`src/rtl/opl_pkg.sv`:
```
// Shared FM-operator definitions: log-domain attenuation and linear sample widths.
package opl_pkg;

   localparam int ATTEN_W   = 13;
   localparam int SAMPLE_W  = 14;
   localparam int EXP_LUT_W = 10;
   localparam int EXP_IDX_W = 8;
   localparam int EXP_DEPTH = 1 << EXP_IDX_W;
   localparam int MANT_W    = EXP_LUT_W + 2;

   typedef logic [ATTEN_W-1:0]         atten_t;
   typedef logic signed [SAMPLE_W-1:0] sample_t;

endpackage

```
`src/rtl/lut_exp.sv`:
```
// Exponent ROM: EXP[i] = round((2^(i/256) - 1) * 1024), a combinational distributed ROM.
module lut_exp
   import opl_pkg::*;
(
   input  logic [EXP_IDX_W-1:0] i_idx,
   output logic [EXP_LUT_W-1:0] o_val
);

   function automatic logic [EXP_LUT_W-1:0] exp_entry(input int i);
      real v;
      v = (2.0 ** (real'(i) / 256.0) - 1.0) * 1024.0;
      return EXP_LUT_W'($rtoi(v + 0.5));
   endfunction

   // NOTE: a ROM is constant contents, so it has no reset and no clock; every entry is an
   // elaboration-time constant and the read is a pure mux.
   logic [EXP_LUT_W-1:0] w_rom [EXP_DEPTH];

   for (genvar g = 0; g < EXP_DEPTH; g++) begin : g_rom
      localparam logic [EXP_LUT_W-1:0] ENTRY = exp_entry(g);
      assign w_rom[g] = ENTRY;
   end

   assign o_val = w_rom[i_idx];

endmodule

```
`src/rtl/opl_exp_conv.sv`:
```
// Log-to-linear operator converter (2-stage pipeline) plus per-frame slot accumulator.
// Optional EXP_ACC_SAT_EN: accumulator adds saturate instead of wrapping.
module opl_exp_conv
   import opl_pkg::*;
#(
   parameter int ACC_W = 16
) (
   input  logic                clk,
   input  logic                reset,
   input  logic                in_valid,
   input  logic [ATTEN_W-1:0]  in_atten,
   input  logic                in_sign,
   input  logic                in_last,
   output logic                out_valid,
   output logic [SAMPLE_W-1:0] out_sample,
   output logic                acc_valid,
   output logic [ACC_W-1:0]    acc_sample
);

   logic [EXP_LUT_W-1:0] w_lut;

   lut_exp u_lut_exp (
      .i_idx (~in_atten[EXP_IDX_W-1:0]),
      .o_val (w_lut)
   );

   // Stage 1: mantissa lookup and shift amount.
   logic              r_s1_valid;
   logic              r_s1_sign;
   logic              r_s1_last;
   logic [MANT_W-1:0] r_s1_mant;
   logic [4:0]        r_s1_shift;

   // NOTE: sequential state always uses non-blocking (<=) so every register samples the
   // pre-edge values of the others, independent of statement order.
   always_ff @(posedge clk) begin
      if (reset) r_s1_valid <= 1'b0;
      else       r_s1_valid <= in_valid;
   end

   always_ff @(posedge clk) begin
      r_s1_mant  <= {1'b1, w_lut, 1'b0};
      r_s1_shift <= in_atten[ATTEN_W-1:EXP_IDX_W];
      r_s1_sign  <= in_sign;
      r_s1_last  <= in_last;
   end

   // Stage 2: the mantissa top bit is bit 11, so any shift >= 12 naturally yields zero.
   logic [SAMPLE_W-2:0] w_mag;
   logic [SAMPLE_W-1:0] w_sample;

   assign w_mag    = (SAMPLE_W-1)'({1'b0, r_s1_mant}) >> r_s1_shift;
   assign w_sample = r_s1_sign ? ~{1'b0, w_mag} : {1'b0, w_mag};

   logic                r_out_valid;
   logic                r_out_last;
   logic [SAMPLE_W-1:0] r_out_sample;

   always_ff @(posedge clk) begin
      if (reset) begin
         r_out_valid  <= 1'b0;
         r_out_last   <= 1'b0;
         r_out_sample <= '0;
      end else begin
         r_out_valid <= r_s1_valid;
         r_out_last  <= r_s1_last;
         if (r_s1_valid) r_out_sample <= w_sample;
      end
   end

   assign out_valid  = r_out_valid;
   assign out_sample = r_out_sample;

   // Accumulator: the sum for this slot is formed combinationally from the registered sample.
   logic [ACC_W-1:0] r_acc;
   logic [ACC_W-1:0] r_acc_sample;
   logic             r_acc_valid;
   logic [ACC_W-1:0] w_addend;
   logic [ACC_W-1:0] w_sum;

   assign w_addend = {{(ACC_W-SAMPLE_W){r_out_sample[SAMPLE_W-1]}}, r_out_sample};

`ifdef EXP_ACC_SAT_EN
   logic [ACC_W:0] w_wide;

   // NOTE: every always_comb output gets a default first, so no path leaves it unassigned
   // and no latch is inferred.
   always_comb begin
      w_wide = {r_acc[ACC_W-1], r_acc} + {w_addend[ACC_W-1], w_addend};
      w_sum  = w_wide[ACC_W-1:0];
      if (w_wide[ACC_W] != w_wide[ACC_W-1])
         w_sum = w_wide[ACC_W] ? {1'b1, {(ACC_W-1){1'b0}}} : {1'b0, {(ACC_W-1){1'b1}}};
   end
`else
   assign w_sum = r_acc + w_addend;
`endif

   always_ff @(posedge clk) begin
      if (reset) begin
         r_acc        <= '0;
         r_acc_sample <= '0;
         r_acc_valid  <= 1'b0;
      end else begin
         r_acc_valid <= 1'b0;
         if (r_out_valid) begin
            if (r_out_last) begin
               r_acc_sample <= w_sum;
               r_acc        <= '0;
               r_acc_valid  <= 1'b1;
            end else begin
               r_acc <= w_sum;
            end
         end
      end
   end

   assign acc_valid  = r_acc_valid;
   assign acc_sample = r_acc_sample;

endmodule

```
`config.mk`:
```
export PLATFORM = sky130hd
export DESIGN_NAME = opl_exp_conv
export DESIGN_NICKNAME = d
export VERILOG_FILES = /design/src/rtl/opl_pkg.sv /design/src/rtl/lut_exp.sv /design/src/rtl/opl_exp_conv.sv
export SDC_FILE = /design/constraint.sdc
export NUM_CORES = 1
export LEC_CHECK = 0
export ABC_CLOCK_PERIOD_IN_PS = 2380
export CORE_ASPECT_RATIO = 0.75
export CORE_MARGIN = 5
export CORE_UTILIZATION = 45
export DETAILED_ROUTE_END_ITERATION = 10
export DONT_BUFFER_PORTS = 1
export SLEW_MARGIN = 20
export SYNTH_ARGS = -nofsm -noshare
export SYNTH_HDL_FRONTEND = slang
export SYNTH_HIERARCHICAL = 1
export SYNTH_SLANG_ARGS = --single-unit
```
`constraint.sdc`:
```
create_clock -name clk -period 2.38 [get_ports clk]
set_input_delay 0.476 -clock clk [delete_from_list [all_inputs] [get_ports clk]]
set_output_delay 0.476 -clock clk [all_outputs]
set_load 0.1 [all_outputs]
```
==> flow_summary.toml <==
[run_status]
status = "finished, final reports clean"

[clocking]
clock_latency_ns = 0.33
cts_made_buffers = 9
cts_sinks = 66
cts_buffer_depth = 2
cts_setup_buffers = 0
ctsHoldBuffers = 0
cts_tree = "done"
clkTransAtPathRegs_ns = 0.06
cts.htree.levels = 3
cts_root_buffer = "clkbuf_16"
cts.repair.resized = 0

[detailed_routing]
drt-initial-drc-count = 910
dr.pass1.iters = 6
wl_um = 21500
route.vias.total = 6404
avgRoutedWirePerCell_um = 21.3
drc = 0
vias_per_cell = 6.37
drt.antenna.violating_nets = 0

[global_routing]
first_global_vias = 5828
grt_max_degree = 54
track_usage_pct = 27.4
grt_pass1_wl_um = 33200
antenna_found_initial = 1
gr-total-overflow = 0

[critical_path]
cp_slowest_stage_delay_ns = 0.44
critical_path_arrival_ns = 2.46
cp.required_ns = 2.61
worstSetupPathType = "flip-flop to flip-flop"
end_kind = "flip-flop"
critPathLaunchType = "flip-flop"
critical_path.top_delay_family = "compound AO/OA/AOI/OAI gates"
cp_cell_sequence = "ha_1, fa_1, a21o_1, a21oi_1, o221a_2, o41ai_4, o311ai_0"
crit_buf_inv = 0
cp_slowest_cell = "fa_1"
ff2ff_setup_slack_ns = 0.15
crit_fanout = 3

[floorplan]
die_area_um2 = 15600
io_pins = 50
initial_utilization_pct = 45.8
num_rows = 36
dieHeight_um = 109
die_w_um = 143
fp.coreArea_um2 = 12900

[synth]
synth-edff-count = 0
synth.avg_cell_area_um2 = 7.50
async_flop_share_pct = 0
synth_seq_cells = 66
synthCells = 790
synth_area_um2 = 5930
synth-seq-area-share_pct = 22.3
yosysUniqueCellTypes = 79
syn_nets = 837
ys_warn_count = 6
yosys_most_used_dff = "dfxtp_1"

[cells_and_area]
layout.nets = 877
fillerInstances = 1214
syn_to_final_growth_pct = 15.4
layout.cells.non_filler = 1006
drive_gt1_share_pct = 19.2
utilization_pct = 52.9
diodes = 0

[sta]
slew_headroom_pct = 50.4
period_needed_ns = 2.23
rsz0062_at_grt = "false"
clock_skew_ns = 0.00941
tightest_slew_ns = 0.742
max_freq_ghz = 0.449
maxSlewViolCount = 0
hold_slack_ns = 0.165
fin_crit_sh_pct = 93.6
finalSetupTns_ns = 0
finalHoldViolCount = 0
setup_viol = 0

[power_and_ir_drop]
ir_drop_v = 0.000377
p_leak_nw = 2.82
powerDensity_nw_per_um2 = 534
finalPower_w = 0.00365

[placed_design]
port_buffers = 0
dp_hpwl_um = 15900
gp_congestion = 1.02
dp_cells = 990

[hold_path]
hold_class = "input port to flip-flop"

[run]
drv_cap = 0
-- worst paths after layout --
check | startpoint | endpoint | depth (start not counted)
max | out_sample[0] | acc_sample[12] | 7
min | in_atten[8] | r_s1_shift[0] | 0
max reg2reg | out_sample[0] | acc_sample[12] | 7
min reg2reg | r_s1_last | r_out_last | 1
-- layout make-up --
| class | count | area [um2] | share of cell area (%) |
|---|---|---|---|
| Clock buffer | 10 | 239 | 3.50 |
| Clock inverter | 6 | 65.1 | 0.952 |
| Inverter | 24 | 90.1 | 1.32 |
| Multi-Input combinational cell | 632 | 4110 | 60.2 |
| Sequential cell | 66 | 1340 | 19.5 |
| Tap cell | 171 | 214 | 3.13 |
| Timing Repair Buffer | 97 | 778 | 11.4 |
-- synth_stat cells, types with 8 or more instances --
library cell  count  area share (%)
nand2_1          85             5.4
nor2_1           77             4.9
a21oi_1          75             6.3
dfxtp_1          66              22
o21ai_0          54             4.6
ha_1             28             5.9
clkbuf_1         26             1.6
nand2b_1         21             2.2
nor2b_1          21             2.2
mux2i_1          20             3.4
nor3_1           20             1.7
a211oi_1         19             2.4
nand3_1          19             1.6
inv_1            18             1.1
buf_2            17             1.4
o211ai_1         14             1.8
a31oi_1          12             1.3
buf_4            12             1.5
xnor2_1          10             1.5
a311oi_1          9             1.3
buf_6             9             1.7
a21o_1            8             1.0
a221oi_1          8             1.2
-- registers in the layout, summed over array words and instances, names as in the netlist --
signal and cells:
r_s1_mant 10, acc_valid 1, r_s1_sign 1, r_s1_last 1, r_s1_shift 5, acc_sample 16, out_sample 13, r_acc 16
out_valid 1, r_out_last 1, r_s1_valid 1
-- cell families after synthesis --
kind of cell             Yosys count  share of synthesized area [%]
AO/OA/AOI/OAI                    271                           30.9
XOR/XNOR                          17                           2.51
adder cells (fa/ha/maj)           29                           6.25
buffers and inverters             92                           8.47
flip-flops                        66                           22.3
multiplexers                      31                           6.74
AND/OR/NAND/NOR                  284                           22.8
-- cells in the final DEF (no fill, tap or decap), drive strengths merged, types with 11 or more instances in the layout --
cell / instances
inv: 23
o21ai: 58
o211ai: 14
nor3: 22
a31oi: 12
buf: 97
ha: 28
a221oi: 11
nand2: 86
dfxtp: 66
nand2b: 21
nand3: 19
a21oi: 75
nor2: 78
nor2b: 21
a211oi: 19
mux2i: 21
-- per-stage QoR --
step,cell area (um2),setup slack [ns]
floorplan,5940,0.0176
global placement,6520,-0.0244
detailed placement,6520,0.0300
CTS,6830,0.108
global route,6840,0.0164
finish,6840,0.152
-- per-layer routing --
layer	track usage, %	share of wire [%]
met5	0	0
met4	4.34	0.52
met1	43.0	48
met2	35.0	37
met3	10.5	14
-- report_power, final --
group          switching, W  leakage (nW)  internal [W]
sequential        0.0000633         0.546       0.00116
combinational      0.000699          2.12      0.000373
clock              0.000512         0.149      0.000841
Note: power is estimated with default switching activity, not from simulation.
